--- src/rtl/game_board_memory_if.sv ---
// Board memory bus: controller move/clear side, renderer read side
// and board status flags.
interface game_board_memory_if #(
    parameter int N = 3,
    parameter int CELL_W = 2
);
    localparam int ADDR_W = $clog2(N * N);
    localparam int CNT_W = $clog2(N * N + 1);

    logic              wr_req;
    logic [ADDR_W-1:0] wr_addr;
    logic [CELL_W-1:0] wr_data;
    logic              wr_ack;
    logic              wr_err;
    logic              clr;
    logic [ADDR_W-1:0] rd_addr;
    logic [CELL_W-1:0] rd_data;
    logic              busy;
    logic [CNT_W-1:0]  count;
    logic              full;
    logic              check_done;
    logic              win_valid;
    logic [CELL_W-1:0] win_player;

    modport master (
        output wr_req, wr_addr, wr_data, clr, rd_addr,
        input  wr_ack, wr_err, rd_data, busy, count, full,
        input  check_done, win_valid, win_player
    );

    modport slave (
        input  wr_req, wr_addr, wr_data, clr, rd_addr,
        output wr_ack, wr_err, rd_data, busy, count, full,
        output check_done, win_valid, win_player
    );
endinterface

--- src/rtl/game_board_memory.sv ---
// N x N game board store with guarded moves, occupancy count,
// sequential clear sweep and a post-move win checker.
module game_board_memory #(
    parameter int N = 3,
    parameter int CELL_W = 2
) (
    input logic                clk,
    input logic                reset,
    game_board_memory_if.slave bus
);
    localparam int CELLS = N * N;
    localparam int ADDR_W = $clog2(CELLS);
    localparam int CNT_W = $clog2(CELLS + 1);
    localparam int IDX_W = $clog2(N);

    typedef enum logic [1:0] {IDLE, CHECK, CLEAR} state_t;

    state_t            state;
    logic [CELL_W-1:0] cells [CELLS];
    logic [CELL_W-1:0] rd_data;
    logic [CNT_W-1:0]  count;
    logic              wr_ack;
    logic              wr_err;
    logic              check_done;
    logic              win_valid;
    logic [CELL_W-1:0] win_player;
    logic [IDX_W-1:0]  row;
    logic [IDX_W-1:0]  col;
    logic [CELL_W-1:0] player;
    logic [1:0]        line_sel;
    logic [IDX_W-1:0]  step;
    logic              match;
    logic              hit;
    logic [ADDR_W-1:0] ptr;

    int                scan_idx;
    logic [ADDR_W-1:0] scan_addr;
    logic              on_line;
    logic              match_next;
    logic              hit_next;
    logic              wr_in_range;
    logic              rd_in_range;
    logic [CELL_W-1:0] target;
    logic              accept;
    logic [IDX_W-1:0]  wr_row;
    logic [IDX_W-1:0]  wr_col;

    // Cell visited this cycle: row, column, main diag, anti diag.
    always_comb begin
        scan_idx = 0;
        unique case (line_sel)
            2'd0:    scan_idx = int'(row) * N + int'(step);
            2'd1:    scan_idx = int'(step) * N + int'(col);
            2'd2:    scan_idx = int'(step) * N + int'(step);
            default: scan_idx = int'(step) * N + (N - 1 - int'(step));
        endcase
    end

    assign scan_addr = ADDR_W'(scan_idx);
    assign on_line = (line_sel == 2'd2) ? (row == col) :
                     (line_sel == 2'd3) ? (int'(row) + int'(col) == N - 1) :
                     1'b1;
    assign match_next = match && (cells[scan_addr] == player);
    assign hit_next = hit || (match_next && on_line);

    assign wr_in_range = int'(bus.wr_addr) < CELLS;
    assign rd_in_range = int'(bus.rd_addr) < CELLS;
    assign target = wr_in_range ? cells[bus.wr_addr] : '0;
    assign accept = wr_in_range && (bus.wr_data != '0) &&
                    (target == '0) && !win_valid;
    assign wr_row = IDX_W'(int'(bus.wr_addr) / N);
    assign wr_col = IDX_W'(int'(bus.wr_addr) % N);

    always_ff @(posedge clk or negedge reset) begin
        if (!reset) begin
            state <= IDLE;
            for (int i = 0; i < CELLS; i++) cells[i] <= '0;
            rd_data <= '0;
            count <= '0;
            wr_ack <= 1'b0;
            wr_err <= 1'b0;
            check_done <= 1'b0;
            win_valid <= 1'b0;
            win_player <= '0;
            row <= '0;
            col <= '0;
            player <= '0;
            line_sel <= '0;
            step <= '0;
            match <= 1'b0;
            hit <= 1'b0;
            ptr <= '0;
        end else begin
            wr_ack <= 1'b0;
            wr_err <= 1'b0;
            check_done <= 1'b0;
            rd_data <= rd_in_range ? cells[bus.rd_addr] : '0;
            unique case (state)
                IDLE: begin
                    if (bus.clr) begin
                        state <= CLEAR;
                        ptr <= '0;
                        win_valid <= 1'b0;
                        win_player <= '0;
                        wr_err <= bus.wr_req;
                    end else if (bus.wr_req) begin
                        if (accept) begin
                            cells[bus.wr_addr] <= bus.wr_data;
                            if (int'(count) < CELLS) count <= count + 1'b1;
                            wr_ack <= 1'b1;
                            row <= wr_row;
                            col <= wr_col;
                            player <= bus.wr_data;
                            line_sel <= 2'd0;
                            step <= '0;
                            match <= 1'b1;
                            hit <= 1'b0;
                            state <= CHECK;
                        end else begin
                            wr_err <= 1'b1;
                        end
                    end
                end
                CHECK: begin
                    wr_err <= bus.wr_req;
                    if (bus.clr) begin
                        state <= CLEAR;
                        ptr <= '0;
                        win_valid <= 1'b0;
                        win_player <= '0;
                    end else if (step == IDX_W'(N - 1)) begin
                        step <= '0;
                        match <= 1'b1;
                        hit <= hit_next;
                        if (line_sel == 2'd3) begin
                            check_done <= 1'b1;
                            state <= IDLE;
                            if (hit_next) begin
                                win_valid <= 1'b1;
                                win_player <= player;
                            end
                        end else begin
                            line_sel <= line_sel + 2'd1;
                        end
                    end else begin
                        step <= step + 1'b1;
                        match <= match_next;
                    end
                end
                CLEAR: begin
                    wr_err <= bus.wr_req;
                    cells[ptr] <= '0;
                    if (int'(ptr) == CELLS - 1) begin
                        count <= '0;
                        state <= IDLE;
                    end else begin
                        ptr <= ptr + 1'b1;
                    end
                end
                default: state <= IDLE;
            endcase
        end
    end

    assign bus.rd_data = rd_data;
    assign bus.count = count;
    assign bus.full = (int'(count) == CELLS);
    assign bus.busy = (state != IDLE);
    assign bus.wr_ack = wr_ack;
    assign bus.wr_err = wr_err;
    assign bus.check_done = check_done;
    assign bus.win_valid = win_valid;
    assign bus.win_player = win_player;
endmodule

--- src/flat_wrapper.sv ---
// flat-port wrapper written by rule: the top's interface ports become plain ports
module game_board_memory_flat 
#(
    parameter int N = 3,
    parameter int CELL_W = 2
)
  (clk, reset, bus_wr_req, bus_wr_addr, bus_wr_data, bus_clr, bus_rd_addr, bus_wr_ack, bus_wr_err, bus_rd_data, bus_busy, bus_count, bus_full, bus_check_done, bus_win_valid, bus_win_player);
  game_board_memory_if #(.N(N), .CELL_W(CELL_W)) bus_i ();
  input logic clk;
  input logic reset;
  input wire logic [$bits(bus_i.wr_req)-1:0] bus_wr_req;
  input wire logic [$bits(bus_i.wr_addr)-1:0] bus_wr_addr;
  input wire logic [$bits(bus_i.wr_data)-1:0] bus_wr_data;
  input wire logic [$bits(bus_i.clr)-1:0] bus_clr;
  input wire logic [$bits(bus_i.rd_addr)-1:0] bus_rd_addr;
  output wire logic [$bits(bus_i.wr_ack)-1:0] bus_wr_ack;
  output wire logic [$bits(bus_i.wr_err)-1:0] bus_wr_err;
  output wire logic [$bits(bus_i.rd_data)-1:0] bus_rd_data;
  output wire logic [$bits(bus_i.busy)-1:0] bus_busy;
  output wire logic [$bits(bus_i.count)-1:0] bus_count;
  output wire logic [$bits(bus_i.full)-1:0] bus_full;
  output wire logic [$bits(bus_i.check_done)-1:0] bus_check_done;
  output wire logic [$bits(bus_i.win_valid)-1:0] bus_win_valid;
  output wire logic [$bits(bus_i.win_player)-1:0] bus_win_player;
  assign bus_i.wr_req = bus_wr_req;
  assign bus_i.wr_addr = bus_wr_addr;
  assign bus_i.wr_data = bus_wr_data;
  assign bus_i.clr = bus_clr;
  assign bus_i.rd_addr = bus_rd_addr;
  assign bus_wr_ack = bus_i.wr_ack;
  assign bus_wr_err = bus_i.wr_err;
  assign bus_rd_data = bus_i.rd_data;
  assign bus_busy = bus_i.busy;
  assign bus_count = bus_i.count;
  assign bus_full = bus_i.full;
  assign bus_check_done = bus_i.check_done;
  assign bus_win_valid = bus_i.win_valid;
  assign bus_win_player = bus_i.win_player;
  game_board_memory #(.N(N), .CELL_W(CELL_W)) u_core (.clk(clk), .reset(reset), .bus(bus_i));
endmodule
--- config.mk ---
export PLATFORM = sky130hd
export DESIGN_NAME = game_board_memory_flat
export DESIGN_NICKNAME = d
export VERILOG_FILES = /design/src/rtl/game_board_memory_if.sv /design/src/rtl/game_board_memory.sv /design/src/flat_wrapper.sv
export SDC_FILE = /design/constraint.sdc
export NUM_CORES = 1
export LEC_CHECK = 0
export CAP_MARGIN = 10
export CORE_AREA = 3 3 79 81
export CTS_CLUSTER_SIZE = 24
export DETAILED_ROUTE_END_ITERATION = 16
export DIE_AREA = 0 0 82 84
export PLACE_DENSITY = 0.9
export SETUP_SLACK_MARGIN = 0.2
export SYNTH_ARGS = -nofsm -noshare
export SYNTH_HDL_FRONTEND = slang
export SYNTH_SLANG_ARGS = --single-unit
--- constraint.sdc ---
create_clock -name clk -period 6.7 [get_ports clk]
set_clock_uncertainty 0.2 [all_clocks]
set_input_delay 1.34 -clock clk [delete_from_list [all_inputs] [get_ports clk]]
set_output_delay 1.34 -clock clk [all_outputs]
set_load 0.005 [all_outputs]
==> results.json, run 1 <==
{
  "antenna_found_initial": 0,
  "post_cts_buffers": 0,
  "p_int_uw": 910,
  "path_clk_slew_ns": 0.09,
  "portBuffers": 27,
  "cp_top_family": "simple AND/OR/NAND/NOR gates",
  "cts_made_buffers": 5,
  "cp-end-kind": "flop",
  "die_w_um": 82,
  "tritoncts": "built",
  "p_leak_uw": 0.00176,
  "routedWlPerCell_um": 17.1,
  "cp.required_ns": 6.71,
  "p_per_area_nw_per_um2": 425,
  "die-area_um2": 6890,
  "max_freq_mhz": 219,
  "synth_largest_area_cell": "dfrtp_1",
  "worstSetupPathType": "in -> reg",
  "setup_ws_ns": 2.13,
  "setup_violations": 0,
  "via_per_inst": 6.38,
  "synth_fp_nets": 445,
  "htree_levels": 2,
  "fin_hold_ws_ns": 0.331,
  "place_congestion": 0.995,
  "coreArea_um2": 5540,
  "vias": 3100,
  "synth_area_per_cell_um2": 8.98,
  "post-route-cell-area_um2": 3930,
  "p_sw_uw": 757,
  "synth_area_leaders": "dfrtp_1 34%, ha_1 11%, nand2_1 6.3%, o21ai_0 4.9%, mux2i_1 3.9%",
  "switching_share_pct": 45.4,
  "drv_cap": 0,
  "drtIter0Drc": 226,
  "pwr-share-comb_pct": 57.1,
  "initial_utilization_pct": 64.0,
  "drt-pass1-iter-count": 5,
  "cts-resized-gates": 0,
  "synth-edff-count": 0,
  "startpoint_type": "primary input",
  "synth_area_um2": 3550,
  "cts_buffer_depth": 2,
  "antennaDiodeCount": 0,
  "io_pins": 28,
  "fin_nets": 463,
  "synth_seq_area_share_pct": 33.9,
  "clock-sinks": 48,
  "slowest_stage": "clkdlybuf4s50_1",
  "grt_pass1_wl_um": 14000,
  "drive_gt1_share_pct": 6.76,
  "synth-main-ff-cell": "dfrtp_1",
  "crit_buf_inv": 2,
  "vdd_drop_max_uv": 255,
  "path_cells": "clkdlybuf4s50_1 > inv_2 > mux4_2 > o22ai_1 > or3_1 > nor2_1 > a21o_1 > and2_1 > nand2_1 > mux2_2",
  "cpPeakStageDelay_ns": 0.71,
  "area_growth_pct": 10.6,
  "postPlaceCellArea_um2": 3830,
  "place_ws_ns": 1.87,
  "rsz0062_at_grt": "no",
  "cp_data_arrival_time_ns": 4.58,
  "status": "finished clean",
  "postCtsHoldBufs": 0,
  "netlist_instances": 395,
  "final-hold-violation-count": 0,
  "detailed_place_hpwl_um": 6340,
  "totalWireLength_um": 8300,
  "min_period_over_period_pct": 68.2,
  "ys_ff_latch": 48,
  "synth-async-reset-ratio_pct": 100,
  "antenna_left": 0,
  "clkLatencyLatePin_ns": 0.31,
  "root_buffer": "clkbuf_8",
  "setup_tns_ns": 0,
  "grt_usage_pct": 25.8,
  "grt_max_degree": 49,
  "rows": 27,
  "max_slew_margin_pct": 27.5,
  "dp.cells": 478,
  "synthTopCellsByCount": "60 x nand2_1, 48 x dfrtp_1, 35 x o21ai_0",
  "hp-class": "reg -> reg",
  "grt_pass1_vias": 3099,
  "period_needed_ns": 4.57,
  "seqPwrFrac_pct": 31.5,
  "synth.top_cell.area_share_pct": 33.9,
  "yosysWarnings": 0,
  "overflow": 0,
  "slew_violations": 0,
  "crit_fanout": 13,
  "die_h_um": 84,
  "power_frac_clock_pct": 11.4,
  "yosys.cell_count.top_type": "nand2_1",
  "final_cells": 486,
  "ys_types": 50,
  "tightestPinTransition_ns": 1.09,
  "drc": 0
}
[sequential cells by signal, summed over array words and instances (netlist names), 2 cells and up]
register and flops:
u_core.col 2, u_core.line_sel 2, u_core.step 2, u_core.ptr 4, u_core.bus.win_player 2, u_core.cells 18, u_core.player 2, u_core.state 2
u_core.bus.rd_data 2, u_core.bus.count 4, u_core.row 2
[cells in the final DEF (no fill, tap or decap), types with 2 or more instances in the layout]
master           count
or2_2                3
clkbuf_8             6
mux4_2               6
clkdlybuf4s50_1     26
nor2b_1              5
nand2_1             60
a21o_1               3
o31ai_1              2
o32ai_1              3
mux2i_1             14
and2_1               3
nor2_1              26
inv_1               29
a22o_1               9
nor3_1               4
o21ai_0             35
a221oi_1             2
ha_1                32
a211oi_1             2
and4_1               2
fa_1                 4
and3_1               2
nand2b_1            13
dfrtp_1             48
mux2_2               7
or3_1                2
a41oi_1              2
xnor2_1              5
a21oi_1             16
o22ai_1              8
a22oi_1              6
a211o_1              4
nand3_1              7
[path summary, 6_finish.rpt]
| check | depth (start not counted) | start | slack, ns | to |
|---|---|---|---|---|
| max in group asynchronous | 1 | reset | 4.61 | u_core.bus.rd_data[1]$_DFF_PN0_ |
| worst min-delay path | 1 | u_core.bus.win_player[0]$_DFFE_PN0P_ | 0.33 | u_core.bus.win_player[0]$_DFFE_PN0P_ |
| min in group asynchronous | 1 | reset | 1.02 | u_core.line_sel[1]$_DFFE_PN0P_ |
| worst max-delay path | 10 | bus_wr_addr[1] | 2.13 | u_core.bus.count[0]$_DFFE_PN0P_ |
| worst min register to register | 1 | u_core.bus.win_player[0]$_DFFE_PN0P_ | 0.33 | u_core.bus.win_player[0]$_DFFE_PN0P_ |
| worst max register to register | 16 | u_core.line_sel[1]$_DFFE_PN0P_ | 2.67 | u_core.bus.win_valid$_DFFE_PN0P_ |
[power groups by stage]
stage	clock (µW)	combinational, µW	sequential (µW)
after floorplan	0	722	482
after global placement	0	894	520
after detailed placement	0	942	529
after CTS	186	946	522
after global routing	203	1070	539
final	190	952	526
[logic make-up after synthesis]
family,count (synthesis),share of synthesized area (%)
XOR/XNOR,6,1.48
multiplexers,28,10.6
flip-flops,48,33.9
AO/OA/AOI/OAI,99,18.0
buffers and inverters,46,5.18
adder cells (fa/ha/maj),36,13.5
AND/OR/NAND/NOR,132,17.3
[stage by stage]
| step | util (%) | power, µW |
|---|---|---|
| after detailed placement | 69.2 | 1470 |
| final | 70.9 | 1670 |
| after global routing | 70.9 | 1810 |
| after CTS | 70.9 | 1650 |
| after global placement | 69.2 | 1410 |
| after floorplan | - | 1200 |
[per-layer routing]
| layer | share of wire [%] | wire, µm | GRT usage, % | vias to the layer above |
|---|---|---|---|---|
| met3 | 6.5 | 543 | 6.16 | 28 |
| met5 | 0 | 0 | 0 | - |
| met1 | 41 | 3440 | 33.2 | 1523 |
| met4 | 2.4 | 197 | 8.46 | 0 |
| met2 | 50 | 4120 | 42.1 | 123 |
| li1 | - | - | - | 1426 |
[area by class of cell]
cell class                 count  area [µm²]
fill                         439        1610
inverter                      30         113
timing repair buffer          27         265
sequential                    48        1200
multi-input combinational    301        2160
clock inverter                 1        7.51
tap                           72        90.1
clock buffer                   7        86.3
No activity file was read; power rests on OpenSTA's default activity.
==> run 2, diff against run 1 <==
Settings changed: CORE_AREA 3 3 79 81 to 3 3 86 88, DIE_AREA 0 0 82 84 to 0 0 89 91, PLACE_DENSITY 0.9 to 0.81.
Clock period 6.7 ns to 3.7 ns, I/O delays scaled along.
==> run 2 against run 1 <==
Via count down 1.2%. Register-to-register slack worse by 2.6 ns. Sequential share of layout area down 2.0 points. Critical path depth is 6 higher. Wire length up 1.8%. Total power is 87% higher. Utilization is 8.3 points lower. Global-route usage decreased by 4.3 points. Die area grew 18%. Critical path type is now reg -> reg. Largest power group unchanged. Highest routed layer unchanged.
==> results.json, run 2 (same netlist as run 1, synthesis figures left out) <==
{
  "seqPwrFrac_pct": 29.8,
  "clkLatencyLatePin_ns": 0.30,
  "p_per_area_nw_per_um2": 740,
  "antenna_found_initial": 0,
  "switching_share_pct": 42.8,
  "final_cell_mix": "59 x nand2_1, 47 x dfrtp_1, 32 x o21ai_0, 28 x ha_1",
  "drive_gt1_share_pct": 16.6,
  "tritoncts": "built",
  "root_buffer": "clkbuf_8",
  "io_pins": 28,
  "htree_levels": 2,
  "area_growth_pct": 18.5,
  "grt_pass1_vias": 3056,
  "cp.required_ns": 3.70,
  "min_period_over_period_pct": 99.4,
  "totalWireLength_um": 8450,
  "clock-sinks": 48,
  "largest_reg_flops": 18,
  "reg.largest.list": "u_core.cells x18, u_core.bus.count x4, u_core.ptr x4",
  "path_clk_slew_ns": 0.09,
  "setup_violations": 0,
  "worstSetupPathType": "reg -> reg",
  "portBuffers": 27,
  "status": "finished clean",
  "crit_fanout": 6,
  "drv_cap": 0,
  "dp.cells": 498,
  "layout_commonest_cell": "nand2_1",
  "setup_ws_ns": 0.0223,
  "die-area_um2": 8100,
  "p_leak_uw": 0.00186,
  "antenna_left": 0,
  "final_cells": 509,
  "routedWlPerCell_um": 16.6,
  "p_int_uw": 1780,
  "largest-register": "u_core.cells",
  "pwr-share-comb_pct": 56.7,
  "initial_utilization_pct": 52.8,
  "drc": 0,
  "grt_max_degree": 49,
  "power_frac_clock_pct": 13.5,
  "place_congestion": 0.893,
  "overflow": 0,
  "startpoint_type": "flop",
  "fin_nets": 478,
  "cp_data_arrival_time_ns": 3.67,
  "antennaDiodeCount": 0,
  "rsz0062_at_grt": "yes",
  "slew_violations": 0,
  "postCtsHoldBufs": 0,
  "via_per_inst": 6.02,
  "die_w_um": 89,
  "vdd_drop_max_uv": 379,
  "grt_pass1_wl_um": 14000,
  "grt_usage_pct": 21.5,
  "die_h_um": 91,
  "tightestPinTransition_ns": 1.07,
  "max_freq_mhz": 272,
  "period_needed_ns": 3.68,
  "cts_made_buffers": 5,
  "drtIter0Drc": 195,
  "drt-pass1-iter-count": 4,
  "cts_buffer_depth": 2,
  "coreArea_um2": 6720,
  "vias": 3062,
  "place_ws_ns": -0.0504,
  "p_sw_uw": 1330,
  "cp-end-kind": "flop",
  "hp-class": "reg -> reg",
  "detailed_place_hpwl_um": 6220,
  "final-hold-violation-count": 0,
  "rows": 30,
  "fin_hold_ws_ns": 0.338,
  "max_slew_margin_pct": 28.5
}
==> run 2: changes by cell type in the layout (fill, tap and decap cells not counted), moves of 3 or more <==
cell,change
ha_4,+3
inv_2,+3
a21oi_1,-4
a21oi_2,+4
ha_1,-4
buf_4,+15
o21ai_0,-3
inv_1,-4
==> run 2: path summary, 6_finish.rpt <==
path,from,to,slack [ns],depth (start not counted)
worst min-delay path,u_core.bus.win_player[1]$_DFFE_PN0P_,u_core.bus.win_player[1]$_DFFE_PN0P_,0.34,1
max in group asynchronous,reset,u_core.step[1]$_DFFE_PN0P_,2.17,1
worst max-delay path,u_core.line_sel[1]$_DFFE_PN0P_,u_core.bus.win_player[0]$_DFFE_PN0P_,0.02,16
min in group asynchronous,reset,u_core.bus.wr_ack$_DFF_PN0_,0.42,1
worst min register to register,u_core.bus.win_player[1]$_DFFE_PN0P_,u_core.bus.win_player[1]$_DFFE_PN0P_,0.34,1
worst max register to register,u_core.line_sel[1]$_DFFE_PN0P_,u_core.bus.win_player[0]$_DFFE_PN0P_,0.02,16
==> run 2: timing repair <==
item                       in CTS  in global routing
setup endpoints to repair       4                  5
setup buffers                   2                  1
pin swaps                      17                  9
gates resized for setup         8                 21
==> run 2: power by group through the flow <==
stage / combinational [µW] / clock, µW / sequential [µW]
detailed placement: 1600 / 0 / 928
floorplan: 1320 / 0 / 873
global placement: 1550 / 0 / 917
finish: 1760 / 420 / 928
global route: 1980 / 451 / 950
CTS: 1650 / 423 / 921
==> run 2: metal layers <==
layer / share of wire, % / track usage, % / vias to the layer above
met5: 0 / 0 / -
met4: 1.4 / 6.33 / 0
met3: 4.4 / 3.36 / 11
met2: 51 / 35.6 / 86
met1: 43 / 28.9 / 1512
li1: - / - / 1453
==> run 2: worst max-delay path: stages, from the launching register on <==
cell,delay [ns]
dfrtp_1,0.40
inv_2,0.08
ha_4,0.30
inv_4,0.05
o21ai_2,0.11
nand2_2,0.08
ha_4,0.17
fa_2,0.58
nor2_1,0.06
a22o_1,0.25
a22oi_1,0.20
nand2_1,0.09
mux2i_1,0.17
xnor2_1,0.11
a41o_2,0.30
and4_1,0.16
a211o_1,0.26
==> run 2: through the flow <==
step	utilization (%)	TNS, ns	total power [µW]	area, µm²
floorplan	-	0	2200	3570
global placement	58.9	0	2460	3960
detailed placement	58.9	-0.121	2530	3960
CTS	61.3	0	2990	4120
global route	62.6	-0.347	3380	4210
finish	62.6	0	3110	4210
==> run 2: layout make-up <==
class / instances / area, µm²
Fill cell: 545 / 2510
Multi-Input combinational cell: 301 / 2280
Sequential cell: 48 / 1200
Timing Repair Buffer: 42 / 378
Inverter: 30 / 115
Tap cell: 80 / 100
Clock buffer: 7 / 96.3
Clock inverter: 1 / 30.0
